## src/rtl/asi_arbiter_if.sv

```systemverilog
// asi_arbiter_if: bundles the read-path, write-path and user memory port
// signals that pass through the read/write arbiter.
//   slave  : arbiter view. It takes the requests, strobes, addresses, write
//            data and mem_rdata, and drives the grants, usr_rdata and mem_*.
//   master : environment view. This is the AXI slave read/write paths plus
//            the memory model.
interface asi_arbiter_if #(
  parameter int AXI_DW     = 128,
  parameter int AXI_AW     = 32,
  parameter int AXI_WSTRBW = AXI_DW/8
);
  // read path
  logic                  usr_rrequest;
  logic                  usr_rgrant;
  logic                  usr_re;
  logic                  usr_rlast;
  logic [AXI_AW-1:0]     usr_raddr;
  logic [AXI_DW-1:0]     usr_rdata;
  // write path
  logic                  usr_wrequest;
  logic                  usr_wgrant;
  logic                  usr_we;
  logic                  usr_wlast;
  logic [AXI_AW-1:0]     usr_waddr;
  logic [AXI_DW-1:0]     usr_wdata;
  logic [AXI_WSTRBW-1:0] usr_wstrb;
  // single-ported user memory
  logic                  mem_en;
  logic                  mem_we;
  logic [AXI_AW-1:0]     mem_addr;
  logic [AXI_DW-1:0]     mem_wdata;
  logic [AXI_WSTRBW-1:0] mem_be;
  logic [AXI_DW-1:0]     mem_rdata;

  modport slave (
    input  usr_rrequest, usr_re, usr_rlast, usr_raddr,
    output usr_rgrant, usr_rdata,
    input  usr_wrequest, usr_we, usr_wlast, usr_waddr, usr_wdata, usr_wstrb,
    output usr_wgrant,
    output mem_en, mem_we, mem_addr, mem_wdata, mem_be,
    input  mem_rdata
  );

  modport master (
    output usr_rrequest, usr_re, usr_rlast, usr_raddr,
    input  usr_rgrant, usr_rdata,
    output usr_wrequest, usr_we, usr_wlast, usr_waddr, usr_wdata, usr_wstrb,
    input  usr_wgrant,
    input  mem_en, mem_we, mem_addr, mem_wdata, mem_be,
    output mem_rdata
  );
endinterface

```

## src/rtl/asi_arbiter.sv

```systemverilog
// asi_arbiter: burst-granular read/write arbiter in front of a single-ported
// user memory/register port. The arbiter grants one side at a time and holds
// that grant until the side's last beat. A starvation counter bounds how many
// consecutive priority-side bursts can pass while the other side waits.
//
// Ports:
//   usr_clk   : clock
//   usr_reset : synchronous, active-high reset
//   bus       : asi_arbiter_if.slave. It carries the read path (rrequest,
//               rgrant, re, rlast, raddr, rdata), the write path (wrequest,
//               wgrant, we, wlast, waddr, wdata, wstrb) and the memory port
//               (mem_en/we/addr/wdata/be/rdata).
//   arb_err   : sticky protocol error
//
// Optional feature: define ASI_ARBITER_PROTOCOL_CHECK_EN to build the
// protocol checker behind arb_err. Without it, arb_err is tied low.
module asi_arbiter #(
  parameter int AXI_DW     = 128,
  parameter int AXI_AW     = 32,
  parameter int AXI_WSTRBW = AXI_DW/8,
  parameter int ASI_ARB    = 0,
  parameter int STARVE_LIM = 4
) (
  input  logic           usr_clk,
  input  logic           usr_reset,
  asi_arbiter_if.slave   bus,
  output logic           arb_err
);

  localparam int CNT_W = (STARVE_LIM > 0) ? $clog2(STARVE_LIM + 1) : 1;
  localparam logic [CNT_W-1:0] LIM = CNT_W'(STARVE_LIM);
  localparam bit RD_PRI = (ASI_ARB != 0);

  typedef enum logic [1:0] {IDLE = 2'd0, RD = 2'd1, WR = 2'd2} state_t;

  localparam state_t NPRI_ST = RD_PRI ? WR : RD;

  state_t           state, sel;
  logic             rgrant, wgrant;
  logic [CNT_W-1:0] cnt, cnt_eff;
  logic             r_end, w_end, decide;
  logic             pri_end, npri_end, npri_req, starved;

  assign r_end  = (state == RD) && bus.usr_re && bus.usr_rlast;
  assign w_end  = (state == WR) && bus.usr_we && bus.usr_wlast;
  assign decide = (state == IDLE) || r_end || w_end;

  assign pri_end  = RD_PRI ? r_end : w_end;
  assign npri_end = RD_PRI ? w_end : r_end;
  assign npri_req = RD_PRI ? bus.usr_wrequest : bus.usr_rrequest;

  // The count that the selection sees already includes the burst that is
  // ending. The limit therefore hands over right after the STARVE_LIM-th
  // consecutive priority burst, not one burst later.
  always_comb begin
    cnt_eff = cnt;
    if (pri_end)
      cnt_eff = !npri_req ? '0 : (cnt == LIM) ? cnt : cnt + CNT_W'(1);
    else if (npri_end && !npri_req)
      cnt_eff = '0;
  end

  assign starved = (STARVE_LIM != 0) && (cnt_eff == LIM);

  always_comb begin
    sel = IDLE;
    if (bus.usr_rrequest && bus.usr_wrequest)
      sel = (RD_PRI ^ starved) ? RD : WR;
    else if (bus.usr_rrequest)
      sel = RD;
    else if (bus.usr_wrequest)
      sel = WR;
  end

  // State, grants and starvation count only move in IDLE or on a last beat.
  // As a result, a grant is never withdrawn mid-burst.
  always_ff @(posedge usr_clk) begin
    if (usr_reset) begin
      state  <= IDLE;
      rgrant <= 1'b0;
      wgrant <= 1'b0;
      cnt    <= '0;
    end else if (decide) begin
      state  <= sel;
      rgrant <= (sel == RD);
      wgrant <= (sel == WR);
      cnt    <= (sel == NPRI_ST) ? '0 : cnt_eff;
    end
  end

  assign bus.usr_rgrant = rgrant;
  assign bus.usr_wgrant = wgrant;
  assign bus.usr_rdata  = bus.mem_rdata;

  // The memory port follows the registered owner only. Strobes from the
  // other side can never reach it. A reset cycle blanks the port, so an
  // aborted burst completes no beat.
  always_comb begin
    bus.mem_en    = 1'b0;
    bus.mem_we    = 1'b0;
    bus.mem_addr  = '0;
    bus.mem_wdata = '0;
    bus.mem_be    = '0;
    if (!usr_reset) begin
      case (state)
        RD: begin
          bus.mem_en   = bus.usr_re;
          bus.mem_addr = bus.usr_raddr;
          bus.mem_be   = '1;
        end
        WR: begin
          bus.mem_en    = bus.usr_we;
          bus.mem_we    = 1'b1;
          bus.mem_addr  = bus.usr_waddr;
          bus.mem_wdata = bus.usr_wdata;
          bus.mem_be    = bus.usr_wstrb;
        end
        default: ;
      endcase
    end
  end

`ifdef ASI_ARBITER_PROTOCOL_CHECK_EN
  logic viol, err_q;

  assign viol = (bus.usr_re && !rgrant) || (bus.usr_we && !wgrant) ||
                (bus.usr_rlast && !bus.usr_re) || (bus.usr_wlast && !bus.usr_we);

  always_ff @(posedge usr_clk) begin
    if (usr_reset)  err_q <= 1'b0;
    else if (viol)  err_q <= 1'b1;
  end

  assign arb_err = err_q;
`else
  assign arb_err = 1'b0;
`endif

endmodule

```

## src/flat_wrapper.sv

```systemverilog
// flat-port wrapper written by rule: the top's interface ports become plain ports
module asi_arbiter_flat 
#(
  parameter int AXI_DW     = 128,
  parameter int AXI_AW     = 32,
  parameter int AXI_WSTRBW = AXI_DW/8,
  parameter int ASI_ARB    = 0,
  parameter int STARVE_LIM = 4
)
  (usr_clk, usr_reset, arb_err, bus_usr_rrequest, bus_usr_re, bus_usr_rlast, bus_usr_raddr, bus_usr_rgrant, bus_usr_rdata, bus_usr_wrequest, bus_usr_we, bus_usr_wlast, bus_usr_waddr, bus_usr_wdata, bus_usr_wstrb, bus_usr_wgrant, bus_mem_en, bus_mem_we, bus_mem_addr, bus_mem_wdata, bus_mem_be, bus_mem_rdata);
  asi_arbiter_if #(.AXI_DW(AXI_DW), .AXI_AW(AXI_AW), .AXI_WSTRBW(AXI_WSTRBW)) bus_i ();
  input  logic usr_clk;
  input  logic usr_reset;
  output logic arb_err;
  input wire logic [$bits(bus_i.usr_rrequest)-1:0] bus_usr_rrequest;
  input wire logic [$bits(bus_i.usr_re)-1:0] bus_usr_re;
  input wire logic [$bits(bus_i.usr_rlast)-1:0] bus_usr_rlast;
  input wire logic [$bits(bus_i.usr_raddr)-1:0] bus_usr_raddr;
  output wire logic [$bits(bus_i.usr_rgrant)-1:0] bus_usr_rgrant;
  output wire logic [$bits(bus_i.usr_rdata)-1:0] bus_usr_rdata;
  input wire logic [$bits(bus_i.usr_wrequest)-1:0] bus_usr_wrequest;
  input wire logic [$bits(bus_i.usr_we)-1:0] bus_usr_we;
  input wire logic [$bits(bus_i.usr_wlast)-1:0] bus_usr_wlast;
  input wire logic [$bits(bus_i.usr_waddr)-1:0] bus_usr_waddr;
  input wire logic [$bits(bus_i.usr_wdata)-1:0] bus_usr_wdata;
  input wire logic [$bits(bus_i.usr_wstrb)-1:0] bus_usr_wstrb;
  output wire logic [$bits(bus_i.usr_wgrant)-1:0] bus_usr_wgrant;
  output wire logic [$bits(bus_i.mem_en)-1:0] bus_mem_en;
  output wire logic [$bits(bus_i.mem_we)-1:0] bus_mem_we;
  output wire logic [$bits(bus_i.mem_addr)-1:0] bus_mem_addr;
  output wire logic [$bits(bus_i.mem_wdata)-1:0] bus_mem_wdata;
  output wire logic [$bits(bus_i.mem_be)-1:0] bus_mem_be;
  input wire logic [$bits(bus_i.mem_rdata)-1:0] bus_mem_rdata;
  assign bus_i.usr_rrequest = bus_usr_rrequest;
  assign bus_i.usr_re = bus_usr_re;
  assign bus_i.usr_rlast = bus_usr_rlast;
  assign bus_i.usr_raddr = bus_usr_raddr;
  assign bus_usr_rgrant = bus_i.usr_rgrant;
  assign bus_usr_rdata = bus_i.usr_rdata;
  assign bus_i.usr_wrequest = bus_usr_wrequest;
  assign bus_i.usr_we = bus_usr_we;
  assign bus_i.usr_wlast = bus_usr_wlast;
  assign bus_i.usr_waddr = bus_usr_waddr;
  assign bus_i.usr_wdata = bus_usr_wdata;
  assign bus_i.usr_wstrb = bus_usr_wstrb;
  assign bus_usr_wgrant = bus_i.usr_wgrant;
  assign bus_mem_en = bus_i.mem_en;
  assign bus_mem_we = bus_i.mem_we;
  assign bus_mem_addr = bus_i.mem_addr;
  assign bus_mem_wdata = bus_i.mem_wdata;
  assign bus_mem_be = bus_i.mem_be;
  assign bus_i.mem_rdata = bus_mem_rdata;
  asi_arbiter #(.AXI_DW(AXI_DW), .AXI_AW(AXI_AW), .AXI_WSTRBW(AXI_WSTRBW), .ASI_ARB(ASI_ARB), .STARVE_LIM(STARVE_LIM)) u_core (.usr_clk(usr_clk), .usr_reset(usr_reset), .bus(bus_i), .arb_err(arb_err));
endmodule
```

## config.mk

```make
export PLATFORM = sky130hd
export DESIGN_NAME = asi_arbiter_flat
export DESIGN_NICKNAME = d
export VERILOG_FILES = /design/src/rtl/asi_arbiter_if.sv /design/src/rtl/asi_arbiter.sv /design/src/flat_wrapper.sv
export SDC_FILE = /design/constraint.sdc
export NUM_CORES = 1
export LEC_CHECK = 0
export ABC_AREA = 0
export BUFFER_PORTS_ARGS = -buffer_cell sky130_fd_sc_hd__buf_2
export CAP_MARGIN = 10
export CORE_AREA = 2 2 255 257
export DETAILED_ROUTE_END_ITERATION = 8
export DIE_AREA = 0 0 257 259
export GPL_TIMING_DRIVEN = 0
export MAX_ROUTING_LAYER = met4
export PLACE_DENSITY = 0.3
export SLEW_MARGIN = 20
export SYNTH_ARGS = -nofsm -noshare
export SYNTH_HDL_FRONTEND = slang
export SYNTH_SLANG_ARGS = --single-unit
```

## constraint.sdc

```tcl
create_clock -name usr_clk -period 2.1 [get_ports usr_clk]
set_input_delay 0.105 -clock usr_clk [delete_from_list [all_inputs] [get_ports usr_clk]]
set_output_delay 0.105 -clock usr_clk [all_outputs]
set_load 0.01 [all_outputs]
```

Word-level counts from Yosys, hierarchy flattened
Index checks and enable logic that the tools add are counted.

operators by class
  add/subtract/negate cells = 1
  equal/unequal tests = 6
  multiplexer cells = 19
  reduce and logical (&&, ||, !) cells = 10

operator list
  kind                 number
  $mux 128             2
  $pmux 32 s2          1
  $mux 32              1
  $pmux 16 s2          1
  $mux 16              1
  $mux 3               5
  $mux 2               4
  $eq 3x3->1 const B   2
  $logic_and 1x1->1    6
  $eq 2x1->1 const B   2
  $eq 2x2->1 const B   2
  $add 3x1->3 const B  1
  $mux 1               3
  $logic_not 2->1      1
  $logic_or 1x1->1     2
  $pmux 1 s2           1
  $logic_not 1->1      1

word-level totals
  register bits = 7
  input port bits = 344
  output and inout port bits = 309

Longest topological paths before layout
Gate-level depths: netlist (run 1).

  depth after elaboration = 11
  depth in mapped cells = 9
  gate-level depth less buffers = 7

Worst setup path after synthesis (run 1)
OpenSTA, ideal clock, no wires.

  kind = reg2reg
  start = reg u_core.state[0]
  end = reg u_core.rgrant, in the netlist u_core.bus.usr_rgrant
  setup time = 0.119 ns
  arrival = 1.529 ns
  data required time = 1.981 ns
  slack = 0.452 ns
  cell stages (with the launch flop) = 9
  path through = dfxtp_1 inv_1 ha_1 buf_6 and3_4 a21bo_1 a31oi_2 nor2_2 o221a_1

between the ends
  longest elaborated chain between the ends = 10
  elaborated cells between the ends (all ways) = 16

ends and longest elaborated chain
  what                            line               text
  start: declaration              asi_arbiter.sv:38  state_t state, sel;
  start signal: assignment        asi_arbiter.sv:84  state <= sel;
  $eq 2x1->1                      asi_arbiter.sv:44  assign r_end = (state == RD) && bus.usr_re && bus.usr_rlast;
  $logic_and 1x1->1 (2 in a row)  asi_arbiter.sv:44
  $logic_and 1x1->1               asi_arbiter.sv:59  else if (npri_end && !npri_req)
  $mux 3                          asi_arbiter.sv:59
  $mux 3                          asi_arbiter.sv:57  if (pri_end)
  $eq 3x3->1                      asi_arbiter.sv:63  assign starved = (STARVE_LIM != 0) && (cnt_eff == LIM);
  $mux 2                          asi_arbiter.sv:68  sel = (RD_PRI ^ starved) ? RD : WR;
  $mux 2                          asi_arbiter.sv:67  if (bus.usr_rrequest && bus.usr_wrequest)
  $eq 2x1->1                      asi_arbiter.sv:85  rgrant <= (sel == RD);
  end signal: assignment          asi_arbiter.sv:85
  end: declaration                asi_arbiter.sv:39  logic rgrant, wgrant;

Several ways; a longest one is shown, not always the timed one.
A chain may end at the register's enable or synchronous reset.

Final worst setup path (run 1)
  start = reg u_core.state[0]
  end = out bus_mem_wdata[91]

between the ends
  longest elaborated chain between the ends = 3

ends and longest elaborated chain
  what              line                text
  $eq 2x2->1        asi_arbiter.sv:105  case (state)
  $mux 128          asi_arbiter.sv:105
  $mux 128          asi_arbiter.sv:104  if (!usr_reset) begin
  end: declaration  flat_wrapper.sv:31  output wire logic [$bits(bus_i.mem_wdata)-1:0] bus_mem_wdata;

Every way passes these cells.

==> key figures, run 1 <==
Routing
  – Iter 0 DRT Violations: slightly above 100
  – Post-route ant nets: 0
  – DRC Markers: 0
  – Wire length per cell: 11.54 um
  – Average vias per placed instance: around 2.7
  – 1st-pass router iterations: 4
  – Drt total wl: approximately 21000 um
  – Vias post-DR: ~4900

Critical path
  – CP Data Arrival Time: roughly 1.9 ns
  – WS Path Type: reg2out
  – Crit path max fanout: 10
  – CP Data Required Time: about 2 ns
  – Startpoint types: flop
  – Endpoint type of the worst setup path: primary output

Floorplan
  – Starting Density: under 10%
  – FP Rows: 93
  – Io pins: 653
  – Die ar.: between 60000 and 70000 sq um
  – Core area: 63880 sq um
  – Die height: 259 um
  – Die X: between 200 and 300 um

STA
  – Fin. Hold Viols: 0
  – Final min period: 1.979 ns
  – Fin. max-slew vios: 0
  – Worst hold slack: 0.1938 ns
  – Final worst-path cycle share: 94.23%
  – Fmax: 0.5053 GHz
  – Final setup vio count: 0
  – Skew final: 0.001782 ns

Power and ir drop
  – Sw Share: between 40% and 50%
  – Power per standard cell area: a little under 300 nW/um^2
  – Clock share of power: 15.9%
  – Maximum vdd drop: 0.2733 mV
  – Reg power frac: 8.0%
  – Internal cell power: 1162 uW
  – Switch Pwr: 861.5 uW
  – Total power: approximately 2000 uW
  – Leak pwr: 0.003878 uW
  – Combinational Power Share: 76.1%

Finish
  – Design area: 6892 sq um
  – Most common cell after layout, fill and taps aside: buf_2
  – Ratio of cells with drive above 1 in the final layout: 72.42%
  – Final non-filler cell total: 1836
  – Final Net Count: roughly 1300
  – Most frequent cells in the layout: buf_2, buf_4, and2_1
  – FILL cells: 7468
  – Synth-to-layout area growth: 137.8%

Synthesis
  – Synthesized Nets: 793
  – Post-synthesis cell count: ~440
  – Synth Register Bits: 7
  – Post-synth top area share: 33.42%
  – EDFF count, synth: 0
  – Cell area after synthesis: just under 3000 sq um
  – Synth warnings: 0
  – Post-synth cell types: 30
  – Async SR Flop Fraction: 0%
  – Cell taking the most area after synthesis: buf_4
  – Ys flop type: dfxtp_1
  – Post-Syn Area per Cell: 6.527 sq um
  – Sequential fraction of the synthesis area: 4.836%
  – Dominant cells by area after synthesis: buf_4, and2_1, a22oi_1, nor2_1, dfxtp_1

Global routing
  – Number of global-route vias before repair: 4817
  – GR Util met1: 4.775%
  – Remaining global-route overflow: 0
  – GRT Overall Usage: 5.738%
  – Top Usage Layer GRT: met2
  – Met2 Use GR: between 10% and 20%
  – Largest net degree at the start of global routing: 12
  – GR met3 Demand/Resource: approximately 1.1%
  – First-pass GRT wire length: ~28000 um
  – Initial antenna violation count: 2

Placed design
  – Inst Count DP: 1822
  – Port-buffer cells: 523
  – Final GP Congestion: 0.9000
  – Placement Cell Area: roughly 6600 sq um
  – DP HPWL: 19370 um

CTS
  – H-tree levels: 1
  – Reg clk slew, reported paths: 0.04 ns
  – CTS buffer count: 3
  – Clock Sinks: 7
  – Clock Latency Late Sink: roughly 0.23 ns
  – Longest Clk Path Bufs: 2
  – CTS tree: built
  – Clk root buf: clkbuf_16

Job
  – Max Cap Viol: 0

Outcome
  – Status: complete, no violations

Min path
  – Hold Crit Class: in2reg
-- power groups by stage --
stage          logic (uW)  clock network [uW]  registers (uW)
4_1_cts              1540                 327             162
5_1_grt              1690                 337             165
2_1_floorplan         769                   0             164
3_3_place_gp         1490                   0             165
6_report             1540                 321             163
3_5_place_dp         1480                   0             163
-- logic make-up after synthesis --
logic type | after synthesis | share of synthesized area, %
buffers and inverters | 168 | 39.03
adder cells (fa/ha/maj) | 5 | 2.159
AO/OA/AOI/OAI | 64 | 15.80
other | 1 | 0.1294
AND/OR/NAND/NOR | 199 | 38.04
flip-flops | 7 | 4.836
-- critical path: stages, from the launching register on --
cell      delay, ns
dfxtp_2        0.32
inv_1          0.08
ha_2           0.17
buf_6          0.10
nor2b_4        0.22
buf_12         0.15
buf_4          0.12
clkbuf_2       0.17
and2_1         0.17
buf_2          0.14
-- area by class of cell --
class	count	area, sq um	area share, %
antenna	2	5.005	0.07262
buffer	157	1150	16.68
clock buffer	4	78.83	1.144
inverter	7	26.28	0.3813
multi-input combinational	269	1675	24.31
sequential	7	141.4	2.052
tap	855	1070	15.52
timing repair buffer	535	2745	39.83
-- registers in the layout, indices dropped and copies added, names as in the netlist --
name,count
u_core.state,2
u_core.cnt,3
u_core.bus.usr_rgrant,1
u_core.bus.usr_wgrant,1
-- layer usage --
layer,wire length (um),up-vias
met5,0,-
met2,12090,361
met1,6321,2158
met4,1092,0
li1,-,2368
met3,1682,30
-- Yosys cell counts, types with 2 or more instances --
master      n
a21oi_1    18
a22oi_1    33
a31oi_2     2
a41oi_1     2
and2_1    128
buf_2       7
buf_4     129
clkbuf_1   24
dfxtp_1     7
ha_1        5
inv_1       6
nand2_1     7
nand2b_1    2
nand3_1     4
nand4_1     2
nor2_1     50
nor2b_1     2
o221a_1     2
o32ai_1     3
-- final timing paths --
kind	slack [ns]	from	end	cells past startpoint
worst max-delay path	0.12	u_core.state[0]$_SDFFE_PP0P_	bus_mem_wdata[91]	9
worst min-delay path	0.19	usr_reset	u_core.cnt[0]$_SDFFE_PP0P_	2
worst max register to register	0.13	u_core.state[0]$_SDFFE_PP0P_	u_core.state[0]$_SDFFE_PP0P_	10
worst min register to register	0.47	u_core.bus.usr_wgrant$_SDFFE_PP0P_	u_core.bus.usr_wgrant$_SDFFE_PP0P_	2
-- per-stage QoR --
stage               TNS [ns]  util (%)  worst slack (ns)
floorplan                  0         -            0.4520
global placement      -79.05     10.31           -0.8451
detailed placement    -78.08     10.31           -0.8278
CTS                        0     10.63          0.001899
global route        -0.01551     10.78         -0.006763
finish                     0     10.79            0.1212
-- repair_timing --
action | 4_1_cts | 5_1_grt
gates cloned | 0 | 0
pin swaps | 0 | 7
hold endpoints to repair | 0 | 0
gates resized for setup | 24 | 33
setup endpoints to repair | 160 | 125
buffers inserted | 7 | 5
hold buffers | 0 | 0
(Power assumes the default switching activity.)
==> run 2: changes to the inputs <==
- CORE_AREA: 2 2 255 257 -> 2 2 252 254
- DIE_AREA: 0 0 257 259 -> 0 0 254 256
- clock period: 2.1 -> 2.3 ns (I/O delays scaled with it)
==> run 2 against run 1 <==
Net effect: final area decreased by 2.6%; worst setup slack better by 0.025 ns; register-to-register slack gained 0.29 ns; die area fell by 2.3%; global-route usage rose by 0.63 points; flip-flop and latch count unchanged; sequential power decreased by 9%.
==> key figures, run 2 (synthesis results as in run 1) <==
Outcome
  – Status: complete, no violations

CTS
  – Clock Sinks: 7 (unchanged)
  – CTS tree: built
  – Reg clk slew, reported paths: 0.04 ns (about the same)
  – H-tree levels: 1 (unchanged)
  – Clock Latency Late Sink: 0.23 ns (about the same)
  – Clk root buf: clkbuf_16
  – CTS buffer count: 3 (unchanged)
  – Longest Clk Path Bufs: 2 (unchanged)

Global routing
  – First-pass GRT wire length: 30040 um (+7.2%)
  – GRT Overall Usage: 6.368% (+0.63 points)
  – Top Usage Layer GRT: met2
  – Met2 Use GR: 13.18% (+1.3 points)
  – Largest net degree at the start of global routing: 20 (+8)
  – Number of global-route vias before repair: 4705 (-2.3%)
  – GR met3 Demand/Resource: 1.444% (+0.39 points)
  – Initial antenna violation count: 20 (+18)
  – GR Util met1: 5.446% (+0.67 points)
  – Remaining global-route overflow: 0 (unchanged)

Critical path
  – Crit path max fanout: 10 (unchanged)
  – Reg2reg end: u_core.state[0]$_SDFFE_PP0P_
  – WS Path Type: reg2out
  – RR Startpoint: u_core.state[1]$_SDFFE_PP0P_
  – Startpoint types: flop
  – R2R Setup Slk: 0.42 ns (+0.29 ns)
  – Crit path from: u_core.state[0]$_SDFFE_PP0P_
  – R2R cell count: 8 (-2)
  – Endpoint type of the worst setup path: primary output
  – CP Data Required Time: 2.18 ns (+0.18 ns)
  – CP Data Arrival Time: 2.04 ns (+0.17 ns)

Min path
  – Worst hold start: usr_reset
  – Worst hold path depth: 2 (unchanged)
  – Hold Crit Class: in2reg
  – Worst min-delay path endpoint: u_core.cnt[0]$_SDFFE_PP0P_

Floorplan
  – Io pins: 653 (unchanged)
  – Die ar.: 65020 sq um (-2.3%)
  – Starting Density: 4.645% (+0.11 points)
  – Die height: 256 um (-1.2%)
  – Die X: 254 um (-1.2%)
  – Core area: 62390 sq um (-2.3%)
  – FP Rows: 92 (-1.1%)

STA
  – Tightest Pin Transition: 0.6812 ns
  – Fmax: 0.4642 GHz
  – Final worst-path cycle share: 93.66%
  – Worst hold slack: 0.2137 ns (+0.01990 ns)
  – Final min period: 2.154 ns
  – Max_slew headroom: 54.59%
  – Final setup vio count: 0 (unchanged)
  – RSZ-0062 raised after global routing: false
  – Setup_tns: 0 ns (unchanged)
  – Skew final: 0.001878 ns (+0.00009602 ns)
  – Fin. max-slew vios: 0 (unchanged)
  – Fin. Hold Viols: 0 (unchanged)

Placed design
  – Port-buffer cells: 523 (unchanged)
  – Inst Count DP: 1813 (-0.49%)
  – Final GP Congestion: 0.7026 (-22%)
  – Placement Cell Area: 6574 sq um (-0.17%)
  – DP HPWL: 21140 um (+9.1%)

Power and ir drop
  – Leak pwr: 0.003779 uW (-2.5%)
  – Maximum vdd drop: 0.1595 mV (-42%)
  – Power per standard cell area: 262.9 nW/um^2 (-10%)

Finish
  – Largest register FFs: 3 (unchanged)
  – Ratio of cells with drive above 1 in the final layout: 70.41% (-2.0 points)
  – Multi-input gate area: 1639 sq um (-2.2%)
  – Final non-filler cell total: 1824 (-0.65%)
  – Largest reg by FF count: u_core.cnt
  – Synth-to-layout area growth: 131.7%
  – Most frequent cells in the layout: buf_2, buf_4, and2_1
  – Sequential Area: 140.1 sq um (-0.89%)
  – Biggest regs: u_core.cnt (3), u_core.state (2)
  – Design area: 6714 sq um (-2.6%)
  – Most common cell after layout, fill and taps aside: buf_2
  – Final Util: 10.76% (-0.027 points)
  – FILL cells: 7346 (-1.6%)
  – Final Net Count: 1320 (-0.68%)

Routing
  – Iter 0 DRT Violations: 151 (+50%)
  – DRC Markers: 0 (unchanged)
  – Drt total wl: 22900 um (+8.1%)
  – Post-route ant nets: 0 (unchanged)
  – Average vias per placed instance: 2.679 (about the same)
  – 1st-pass router iterations: 4 (unchanged)
  – Wire length per cell: 12.55 um (+8.8%)
  – Vias post-DR: 4886 (-0.63%)

Job
  – Max Cap Viol: 0 (unchanged)
==> run 2: how the worst max path moves through the flow <==
| stage | depth (start not counted) | slack [ns] | to |
|---|---|---|---|
| after floorplan | 8 | 0.65 | u_core.bus.usr_rgrant$_SDFFE_PP0P_ |
| after global placement | 8 | -0.54 | bus_mem_wdata[20] |
| after detailed placement | 8 | -0.61 | bus_mem_wdata[20] |
| after CTS | 8 | 0.003 | bus_mem_wdata[49] |
| after global routing | 8 | 0.0005 | bus_mem_wdata[87] |
| final | 8 | 0.15 | bus_mem_wdata[78] |
==> run 2: final cells by class <==
| type | instances | area share (%) |
|---|---|---|
| Antenna cell | 8 | 0.2982 |
| Buffer | 159 | 16.77 |
| Clock buffer | 4 | 1.174 |
| Inverter | 7 | 0.3914 |
| Multi-Input combinational cell | 269 | 24.41 |
| Sequential cell | 7 | 2.087 |
| Tap cell | 846 | 15.77 |
| Timing Repair Buffer | 524 | 39.10 |
==> run 2: per-stage QoR <==
stage / total power [uW] / setup slack (ns)
2_1_floorplan: 852.1 / 0.6520
4_1_cts: 1801 / 0.002782
6_report: 1765 / 0.1458
3_3_place_gp: 1485 / -0.5446
3_5_place_dp: 1480 / -0.6138
5_1_grt: 1924 / 0.0005056
==> run 2: per-layer routing <==
layer	up-vias	share of wire, %
li1	2352	-
met1	2151	31
met2	346	57
met3	37	9.2
met4	0	3.0
met5	-	0
==> run 2: power breakdown <==
part | total (uW) | switching [uW] | internal [uW]
Sequential | 148 | 10.9 | 137
Clock | 301 | 70.0 | 231
Combinational | 1320 | 681 | 635
Total | 1770 | 762 | 1000
==> run 2: critical path, stage by stage (launching register included) <==
cell and delay (ns):
dfxtp_1 0.32, inv_1 0.08, ha_1 0.17, buf_6 0.14
nor2b_4 0.27, buf_8 0.19, clkbuf_2 0.20, and2_1 0.25
buf_2 0.17
==> run 2: what timing repair did <==
action / CTS / global route
hold buffers: 0 / 0
gates cloned: 0 / 0
resized for setup: 11 / 15
setup endpoints to repair: 129 / 69
setup buffers: 1 / 0
==> run 3: changes to the inputs <==
- ABC_AREA: 0 -> 1
- BUFFER_PORTS_ARGS: -buffer_cell sky130_fd_sc_hd__buf_2 -> unset
- CORE_AREA: 2 2 252 254 -> 2 2 256 258
- DIE_AREA: 0 0 254 256 -> 0 0 258 260
- DONT_BUFFER_PORTS: unset -> 1
- clock period: 2.3 -> 2.68 ns (I/O delays scaled with it)
==> run 3 against run 2 <==
Net effect: register-to-register slack improved by 0.56 ns; largest cell class is now multi-input gates; largest power group unchanged; worst setup slack better by 0.035 ns; worst hold slack worse by 0.099 ns; wire length increased by 9.0%.
==> key figures, run 3 <==
Routing
  – 1st-pass router iterations: 4 (unchanged)
  – Wire length per cell: 16.59 um (+32%)
  – DRC Markers: 0 (unchanged)
  – Post-route ant nets: 0 (unchanged)
  – Vias post-DR: 4093 (-16%)
  – Drt total wl: 24950 um (+9.0%)
  – Iter 0 DRT Violations: 190 (+26%)
  – Average vias per placed instance: 2.721 (+1.6%)

Placed design
  – Placement Cell Area: 4253 sq um (-35%)
  – Final GP Congestion: 0.9367 (+33%)
  – Place WS: 0.2794 ns (+0.8932 ns)
  – DP HPWL: 22050 um (+4.3%)
  – Port-buffer cells: 0 (-100%)

CTS
  – Clk root buf: clkbuf_16
  – CTS buffer count: 3 (unchanged)
  – CTS tree: built
  – Clock Latency Late Sink: 0.23 ns (about the same)
  – Reg clk slew, reported paths: 0.03 ns (about the same)
  – H-tree levels: 1 (unchanged)
  – Clock Sinks: 7 (unchanged)
  – Longest Clk Path Bufs: 2 (unchanged)

Global routing
  – Largest net degree at the start of global routing: 11 (-45%)
  – GRT Overall Usage: 6.614% (+0.25 points)
  – First-pass GRT wire length: 29640 um (-1.3%)
  – Number of global-route vias before repair: 3809 (-19%)
  – Remaining global-route overflow: 0 (unchanged)
  – Initial antenna violation count: 8 (-60%)

Floorplan
  – Die height: 260 um (+1.6%)
  – Core area: 64120 sq um (+2.8%)
  – Io pins: 653 (unchanged)
  – Starting Density: 4.963% (+0.32 points)
  – Die X: 258 um (+1.6%)
  – FP Rows: 93 (+1.1%)
  – Die ar.: 67080 sq um (+3.2%)

Finish
  – Final Net Count: 995 (-25%)
  – Ratio of cells with drive above 1 in the final layout: 24.50% (-46 points)
  – FILL cells: 7640 (+4.0%)
  – Design area: 4343 sq um (-35%)
  – Biggest regs: u_core.cnt (3), u_core.state (2)
  – Largest register FFs: 3 (unchanged)
  – Synth-to-layout area growth: 36.49%
  – Largest reg by FF count: u_core.cnt
  – Most common cell after layout, fill and taps aside: nand2_1
  – Most frequent cells in the layout: nand2_1, buf_4, nor2_1

Min path
  – Worst hold start: bus_usr_wrequest
  – Worst min-delay path endpoint: u_core.state[1]$_SDFFE_PP0P_
  – Worst hold path depth: 2 (unchanged)
  – Hold Crit Class: in2reg

STA
  – Worst hold slack: 0.1147 ns (-0.09898 ns)
  – Final min period: 2.500 ns
  – RSZ-0062 raised after global routing: false
  – Final worst-path cycle share: between 90% and 100%
  – Final worst slack: 0.1804 ns (+0.03459 ns)
  – Max_slew headroom: 33.33% (-21 points)
  – Final setup vio count: 0 (unchanged)
  – Fin. max-slew vios: 0 (unchanged)
  – Fin. Hold Viols: 0 (unchanged)
  – Fmax: 0.4001 GHz
  – Skew final: 0.002476 ns (+0.0005983 ns)
  – Tightest Pin Transition: 1.000 ns (+0.3189 ns)
  – Setup_tns: 0 ns (unchanged)

Critical path
  – R2R Setup Slk: 0.98 ns (+0.56 ns)
  – Startpoint types: flop
  – CP Data Required Time: 2.55 ns (+0.37 ns)
  – Crit path max fanout: 10 (unchanged)
  – R2R cell count: 11 (+3)
  – CP Data Arrival Time: 2.37 ns (+0.33 ns)
  – RR Startpoint: u_core.state[1]$_SDFFE_PP0P_
  – WS Path Type: reg2out
  – Reg2reg end: u_core.bus.usr_rgrant$_SDFFE_PP0P_
  – Endpoint type of the worst setup path: primary output

Synthesis
  – Post-synth cell types: 16 (-47%)
  – Dominant cells by area after synthesis: buf_4, nand2_1, nor2_1, a21oi_1, dfxtp_1
  – Synth Register Bits: 7 (unchanged)
  – Cell with the most instances after synthesis: nand2_1
  – Synth cell count leaders: nand2_1, buf_4, nor2_1
  – EDFF count, synth: 0 (unchanged)
  – Post-Syn Area per Cell: 4.964 sq um (-24%)
  – Ys flop type: dfxtp_1
  – Async SR Flop Fraction: 0% (unchanged)
  – Post-synthesis cell count: 641 (+44%)
  – Sequential fraction of the synthesis area: 4.404% (-0.43 points)
  – Post-synth top area share: 30.67% (-2.7 points)
  – Cell area after synthesis: 3182 sq um (+9.8%)
  – Synthesized Nets: 990 (+25%)
  – Synth warnings: 0 (unchanged)
  – Cell taking the most area after synthesis: buf_4

Power and ir drop
  – Power per standard cell area: 229.3 nW/um^2 (-13%)
  – Maximum vdd drop: 0.1122 mV (-30%)
  – Leak pwr: 0.001530 uW (-60%)

Job
  – Max Cap Viol: 0 (unchanged)

Outcome
  – Status: complete, no violations
## run 3: changes by cell type after synthesis, sizes merged, moves of 9 or more
cell | before | now
a22oi | 33 | 0
nand2 | 7 | 241
and2 | 128 | 0
a21oi | 18 | 58
buf | 137 | 156
nor2 | 51 | 131
inv | 7 | 16
## run 3: through the flow
stage / util (%) / std cells / total power, uW
finish: 6.774 / 1504 / 995.7
global route: 6.770 / 1503 / 1058
CTS: 6.756 / 1500 / 1018
detailed placement: 6.633 / 1496 / 758.3
global placement: 6.631 / 1496 / 757.7
floorplan: - / 641 / 588.4
## run 3: cell type report
type                            count  area, sq um  share of cell area [%]
Clock buffer                        4        78.83                   1.815
Multi-Input combinational cell    444         1815                   41.80
Tap cell                          855         1070                   24.63
Sequential cell                     7        140.1                   3.227
Buffer                            174         1169                   26.91
Antenna cell                        4        10.01                  0.2305
Inverter                           16        60.06                   1.383
## run 3: metal layers
metal  vias to the layer above  wire length (um)  track usage (%)
met5                         -                 0                -
met1                      1779              7720            5.600
met2                       428             14070            13.81
met3                        67              1858           0.8285
li1                       1819                 -                -
met4                         0              1301            3.452
## run 3: how the worst max path moves through the flow
stage | cells after the start | endpoint | slack [ns] | startpoint
global placement | 7 | bus_mem_wdata[65] | -0.13 | u_core.state[0]$_SDFFE_PP0P_
global route | 7 | bus_mem_wdata[65] | 0.04 | u_core.state[0]$_SDFFE_PP0P_
CTS | 6 | bus_mem_be[15] | 0.03 | u_core.state[0]$_SDFFE_PP0P_
finish | 7 | bus_mem_wdata[65] | 0.18 | u_core.state[0]$_SDFFE_PP0P_
floorplan | 6 | bus_mem_be[10] | 1.21 | u_core.state[0]$_SDFFE_PP0P_
detailed placement | 6 | bus_mem_be[15] | 0.28 | u_core.state[0]$_SDFFE_PP0P_
## run 3: logic make-up (layout without fill, tap and decap cells)
group / after synthesis / count (layout) / share of synthesized area [%]
buf+inv: 190 / 194 / 38.54
fa+ha+maj: 5 / 5 / 1.966
simple gates: 380 / 380 / 45.85
other cells: 1 / 5 / 0.1179
compound gates: 58 / 58 / 9.123
flops: 7 / 7 / 4.404
## run 3: what timing repair did
action                                  in CTS  in global routing
hold buffers                                 0                  0
resized for setup                            0                  3
endpoints found under the setup margin       0                  1
buffers inserted                             0                  0
## run 3: worst max-delay path: stages, from the launching register on
cell and delay, ns:
dfxtp_1 0.32, inv_1 0.08, ha_1 0.14, buf_4 0.22, clkbuf_2 0.47, buf_2 0.33, nand2_1 0.09, nor2_1 0.46
## run 3: power by group
part           total, uW  switching, uW  internal, uW
Sequential           115           5.98           109
Combinational        626            419           208
Clock                254           56.3           198
